$ cat config.mk
export PLATFORM = sky130hd
export DESIGN_NAME = ipv4_header_gen
export DESIGN_NICKNAME = d
export VERILOG_FILES = /design/src/rtl/ipv4_header_gen.sv
export SDC_FILE = /design/constraint.sdc
export NUM_CORES = 1
export LEC_CHECK = 0
export CORE_AREA = 2 2 122 124
export DETAILED_ROUTE_END_ITERATION = 7
export DIE_AREA = 0 0 124 126
export PLACE_DENSITY_LB_ADDON = 0.1
export SYNTH_ARGS = -nofsm -noshare
export SYNTH_HDL_FRONTEND = slang
export SYNTH_SLANG_ARGS = --single-unit
$ cat constraint.sdc
create_clock -name clk -period 7.2 [get_ports clk]
set_input_delay 1.44 -clock clk [delete_from_list [all_inputs] [get_ports clk]]
set_output_delay 1.44 -clock clk [all_outputs]
set_load 0.02 [all_outputs]
$ cat src/rtl/ipv4_header_gen.sv
// ipv4_header_gen: builds a 20-byte IPv4 header, runs a byte-serial checksum pass, then streams it out.
// Optional IPV4_HDR_IDENT_INC_EN: ident counts completed headers instead of staying 0.
module ipv4_header_gen #(
    parameter int         BYTE_LEN = 8,
    parameter logic [7:0] TTL      = 8'd64,
    parameter logic [7:0] PROTO    = 8'd17
) (
    input  logic                clk,
    input  logic                rst,
    input  logic                start,
    input  logic [31:0]         src_ip,
    input  logic [31:0]         dst_ip,
    input  logic [15:0]         payload_len,
    output logic                busy,
    output logic                err,
    output logic [BYTE_LEN-1:0] out,
    output logic                outclk,
    input  logic                outready,
    output logic                done
);
    typedef enum logic [1:0] {IDLE, SUM, LATCH, SEND} state_t;
    state_t state, state_nxt;
    logic [4:0] idx;
    logic [31:0] src_q, dst_q;
    logic [15:0] len_q, sum_q, sum_nxt, csum_q, ident;
    logic [159:0] hdr;
    logic [7:0] bit_hi, byte_cur;
    logic [16:0] acc;
    logic accept, reject, xfer, fin;
    assign accept = (state == IDLE) && start && (payload_len <= 16'd65515);
    assign reject = (state == IDLE) && start && (payload_len > 16'd65515);
    assign xfer   = (state == SEND) && outready;
    assign fin    = xfer && (idx == 5'd19);
    // checksum field reads as zero during the SUM pass
    assign hdr = {8'h45, 8'h00, len_q, ident, 8'h40, 8'h00, TTL, PROTO,
                  (state == SEND) ? csum_q : 16'h0000, src_q, dst_q};
    assign bit_hi   = 8'd159 - {idx, 3'b000};
    assign byte_cur = hdr[bit_hi -: 8];
    assign acc      = {1'b0, sum_q} + {1'b0, idx[0] ? {8'h00, byte_cur} : {byte_cur, 8'h00}};
    assign sum_nxt  = acc[15:0] + {15'b0, acc[16]};
    assign busy     = state != IDLE;
    assign outclk   = state == SEND;
    assign out      = (state == SEND) ? byte_cur : '0;
    always_comb begin
        state_nxt = state;
        case (state)
            IDLE:    state_nxt = accept ? SUM : IDLE;
            SUM:     state_nxt = (idx == 5'd19) ? LATCH : SUM;
            LATCH:   state_nxt = SEND;
            default: state_nxt = fin ? IDLE : SEND;
        endcase
    end
    always_ff @(posedge clk or negedge rst) begin
        if (!rst) begin
            state  <= IDLE;
            idx    <= '0;
            src_q  <= '0;
            dst_q  <= '0;
            len_q  <= '0;
            sum_q  <= '0;
            csum_q <= '0;
            err    <= 1'b0;
            done   <= 1'b0;
        end else begin
            state <= state_nxt;
            err   <= reject;
            done  <= fin;
            if (accept) begin
                src_q <= src_ip;
                dst_q <= dst_ip;
                len_q <= payload_len + 16'd20;
                sum_q <= '0;
            end
            if (state == SUM) sum_q <= sum_nxt;
            if (state == LATCH) csum_q <= ~sum_q;
            if (accept || state == LATCH) idx <= '0;
            else if ((state == SUM || xfer) && idx != 5'd19) idx <= idx + 5'd1;
        end
    end
`ifdef IPV4_HDR_IDENT_INC_EN
    always_ff @(posedge clk or negedge rst) begin
        if (!rst) ident <= '0;
        else if (fin) ident <= ident + 16'd1;
    end
`else
    assign ident = 16'h0000;
`endif
endmodule

==> impl_metrics.env <==
export IMPL_status="finished, final reports clean"
export IMPL_grt_busiest_layer="met2"
export IMPL_die_width_um=124
export IMPL_grt_pass1_wl_um=27830
export IMPL_cp_max_fo=34
export IMPL_drive_gt1_share_pct=18.06
export IMPL_die_y_um=126
export IMPL_dr_pass1_iters=4
export IMPL_grt_pass1_vias=5320
export IMPL_async_flop_share_pct=100.0
export IMPL_vias=5324
export IMPL_path_clk_slew_ns=0.05
export IMPL_drt_iter0_drc=429
export IMPL_combPwrFrac_pct=45.5
export IMPL_cts_setup_buffers=0
export IMPL_setup_viol=0
export IMPL_dp_slack_ns=1.096
export IMPL_wirelength_um=17000
export IMPL_use_met3_pct=5.797
export IMPL_synthTopCellsByArea="dfrtp_1, mux2_2, mux4_2, ha_1, o21ai_0"
export IMPL_grt_setup_unrepaired="no"
export IMPL_setup_ws_ns=1.103
export IMPL_antenna_found_initial=0
export IMPL_critical_path_max_stage_delay_ns=0.96
export IMPL_tns_ns=0
export IMPL_synthMostInstantiatedCell="dfrtp_1"
export IMPL_fin_crit_ns=6.097
export IMPL_use_met2_pct=36.52
export IMPL_grt_overflow=0
export IMPL_total_power_mw=3.694
export IMPL_cp_common_cell="ha_1"
export IMPL_p_per_area_mw_per_mm2=425.5
export IMPL_syn_nets=764
export IMPL_power_switching_mw=1.447
export IMPL_synth_area_per_cell_sq_um=10.69
export IMPL_cts_buffers=17
export IMPL_relSlewSlack_pct=30.55
export IMPL_synthFlopType="dfrtp_1"
export IMPL_ir_drop_mv=0.2442
export IMPL_syn_instance_count=655
export IMPL_clockBufferDepth=2
export IMPL_arrival_ns=6.44
export IMPL_drv_cap=0
export IMPL_required_ns=7.55
export IMPL_n_antenna_cell=0
export IMPL_synth_seq_area_share_pct=43.23
export IMPL_place_congestion=0.9325
export IMPL_leakage_nw=3.927
export IMPL_post_cts_resized=0
export IMPL_yosysUniqueCellTypes=68
export IMPL_syn_to_final_growth_pct=23.96
export IMPL_wl_per_cell_um=18.15
export IMPL_synth_edf_count=0
export IMPL_synthesis_area_sq_mm=0.007004
export IMPL_cts_hold_buf=0
export IMPL_endpoint_kind="flop"
export IMPL_die_area_sq_mm=0.01562
export IMPL_switching_share_pct=39.17
export IMPL_htreeDepth=4
export IMPL_min_path_type="reg -> reg"
export IMPL_nets=849
export IMPL_cts_tree="yes"
export IMPL_synth_common_cells="dfrtp_1, mux2_2, nand2_1"
export IMPL_max_freq_mhz=164.0
export IMPL_hold_viol_final=0
export IMPL_io_buffers=95
export IMPL_cp_slowest_cell="dfrtp_2"
export IMPL_crit_type="reg -> reg"
export IMPL_antenna_left=0
export IMPL_start_util_pct=48.93
export IMPL_ys_warn_count=0
export IMPL_path_delay_family="compound AO/OA/AOI/OAI gates"
export IMPL_cts_sinks=121
export IMPL_vias_per_cell=5.682
export IMPL_core_sq_mm=0.01431
export IMPL_clkPwrFrac_pct=23.4
export IMPL_path_buf_inv=1
export IMPL_fin_skew_ns=0.008429
export IMPL_finalCritPeriodShare_pct=84.69
export IMPL_clock_latency_ns=0.42
export IMPL_cp_start_kind="flop"
export IMPL_rows=44
export IMPL_cts_root_buf="clkbuf_16"
export IMPL_grt_start_max_net_pins=71
export IMPL_dp_hpwl_um=12680
export IMPL_grtUsageTotal_pct=23.44
export IMPL_internal_power_mw=2.247
export IMPL_pwr_share_seq_pct=31.1
export IMPL_synth_top_cell_by_area="dfrtp_1"
export IMPL_met1_usage_pct=33.08
export IMPL_synth_seq_cells=121
export IMPL_drc_errors=0
export IMPL_path_cells="inv_1, ha_1, mux4_2, a22oi_1, nor2_1, ha_1, o211ai_1, a21oi_1, a211o_1, a21o_1, a21o_1, a21oi_1, o21bai_1, ha_1, and3_1, and4_1, nand4_4, or4b_1, nand3_1"
export IMPL_ioPinCount=96
export IMPL_maxSlewViolCount=0
export IMPL_synth_top_area_share_pct=43.23
export IMPL_worst_slew_pin_slew_ns=1.042
## cells in the final DEF (no fill, tap or decap), drive strengths merged, types with 8 or more instances in the layout
cell type	count
nand4	8
dfrtp	121
ha	24
nor3	8
inv	16
mux4	17
mux2	66
o21ai	54
clkbuf	21
xnor2	21
a21oi	27
clkdlybuf4s50	94
nand3	32
and3	9
nand2	57
nor2	50
mux2i	16
xor2	14
## power by group through the flow
stage / logic, mW / clock network [mW] / registers, mW
final: 1.68 / 0.864 / 1.15
after global routing: 1.86 / 0.912 / 1.19
after CTS: 1.68 / 0.877 / 1.15
after detailed placement: 1.67 / 0 / 1.16
after global placement: 1.64 / 0 / 1.15
after floorplan: 1.32 / 0 / 1.03
## per-stage QoR
step | cell area (sq um) | utilization, % | hold slack [ns] | std cells
detailed placement | 8077 | 56.42 | 0.4689 | 905
CTS | 8682 | 60.66 | 0.4807 | 937
global placement | 8077 | 56.42 | 0.4641 | 905
floorplan | 7004 | - | 0.4492 | 655
global route | 8682 | 60.66 | 0.4978 | 937
finish | 8682 | 60.66 | 0.4777 | 937
## worst register-to-register path, cell delays in order (launching register included)
cell	delay, ns
dfrtp_2	0.96
inv_1	0.44
ha_1	0.34
mux4_2	0.46
a22oi_1	0.33
nor2_1	0.10
ha_1	0.48
o211ai_1	0.18
a21oi_1	0.24
a211o_1	0.23
a21o_1	0.14
a21o_1	0.11
a21oi_1	0.06
o21bai_1	0.27
ha_1	0.22
and3_1	0.26
and4_1	0.38
nand4_4	0.18
or4b_1	0.57
nand3_1	0.08
## state kept, by name, summed over array words and instances (netlist names)
signal  flops
csum_q     16
done        1
dst_q      32
err         1
idx         5
len_q      16
src_q      32
state       2
sum_q      16
## layout make-up
type | count | area [sq um]
clock buffer | 21 | 460.4
clock inverter | 11 | 145.1
fill | 1240 | 5632
inverter | 15 | 56.30
multi-input combinational | 484 | 3767
sequential | 121 | 3029
tap | 184 | 230.2
timing repair buffer | 101 | 993.5
## path summary, 6_finish.rpt
kind / startpoint / to / slack (ns) / cells after the start
setup / recovery: idx[0] / sum_q[15] / 1.10 / 19
hold / removal: len_q[13] / len_q[13] / 0.48 / 2
setup reg to reg: idx[0] / sum_q[15] / 1.10 / 19
hold reg to reg: len_q[13] / len_q[13] / 0.48 / 2
max in group asynchronous: rst / dst_q[6] / 4.82 / 2
min in group asynchronous: rst / src_q[24] / 1.16 / 1
## metal layers
| metal | vias up | part of all wire (%) |
|---|---|---|
| met5 | - | 0 |
| met4 | 0 | 1.1 |
| met3 | 14 | 5.5 |
| met2 | 150 | 47 |
| met1 | 2606 | 47 |
| li1 | 2554 | - |
## cells by family after synthesis
group | Yosys count | synth area share [%]
adder cells (fa/ha/maj) | 25 | 4.573
flip-flops | 121 | 43.23
AO/OA/AOI/OAI | 133 | 12.86
buffers and inverters | 50 | 2.983
AND/OR/NAND/NOR | 192 | 13.40
multiplexers | 99 | 18.36
XOR/XNOR | 35 | 4.591
Power figures use the tool's default switching activity.
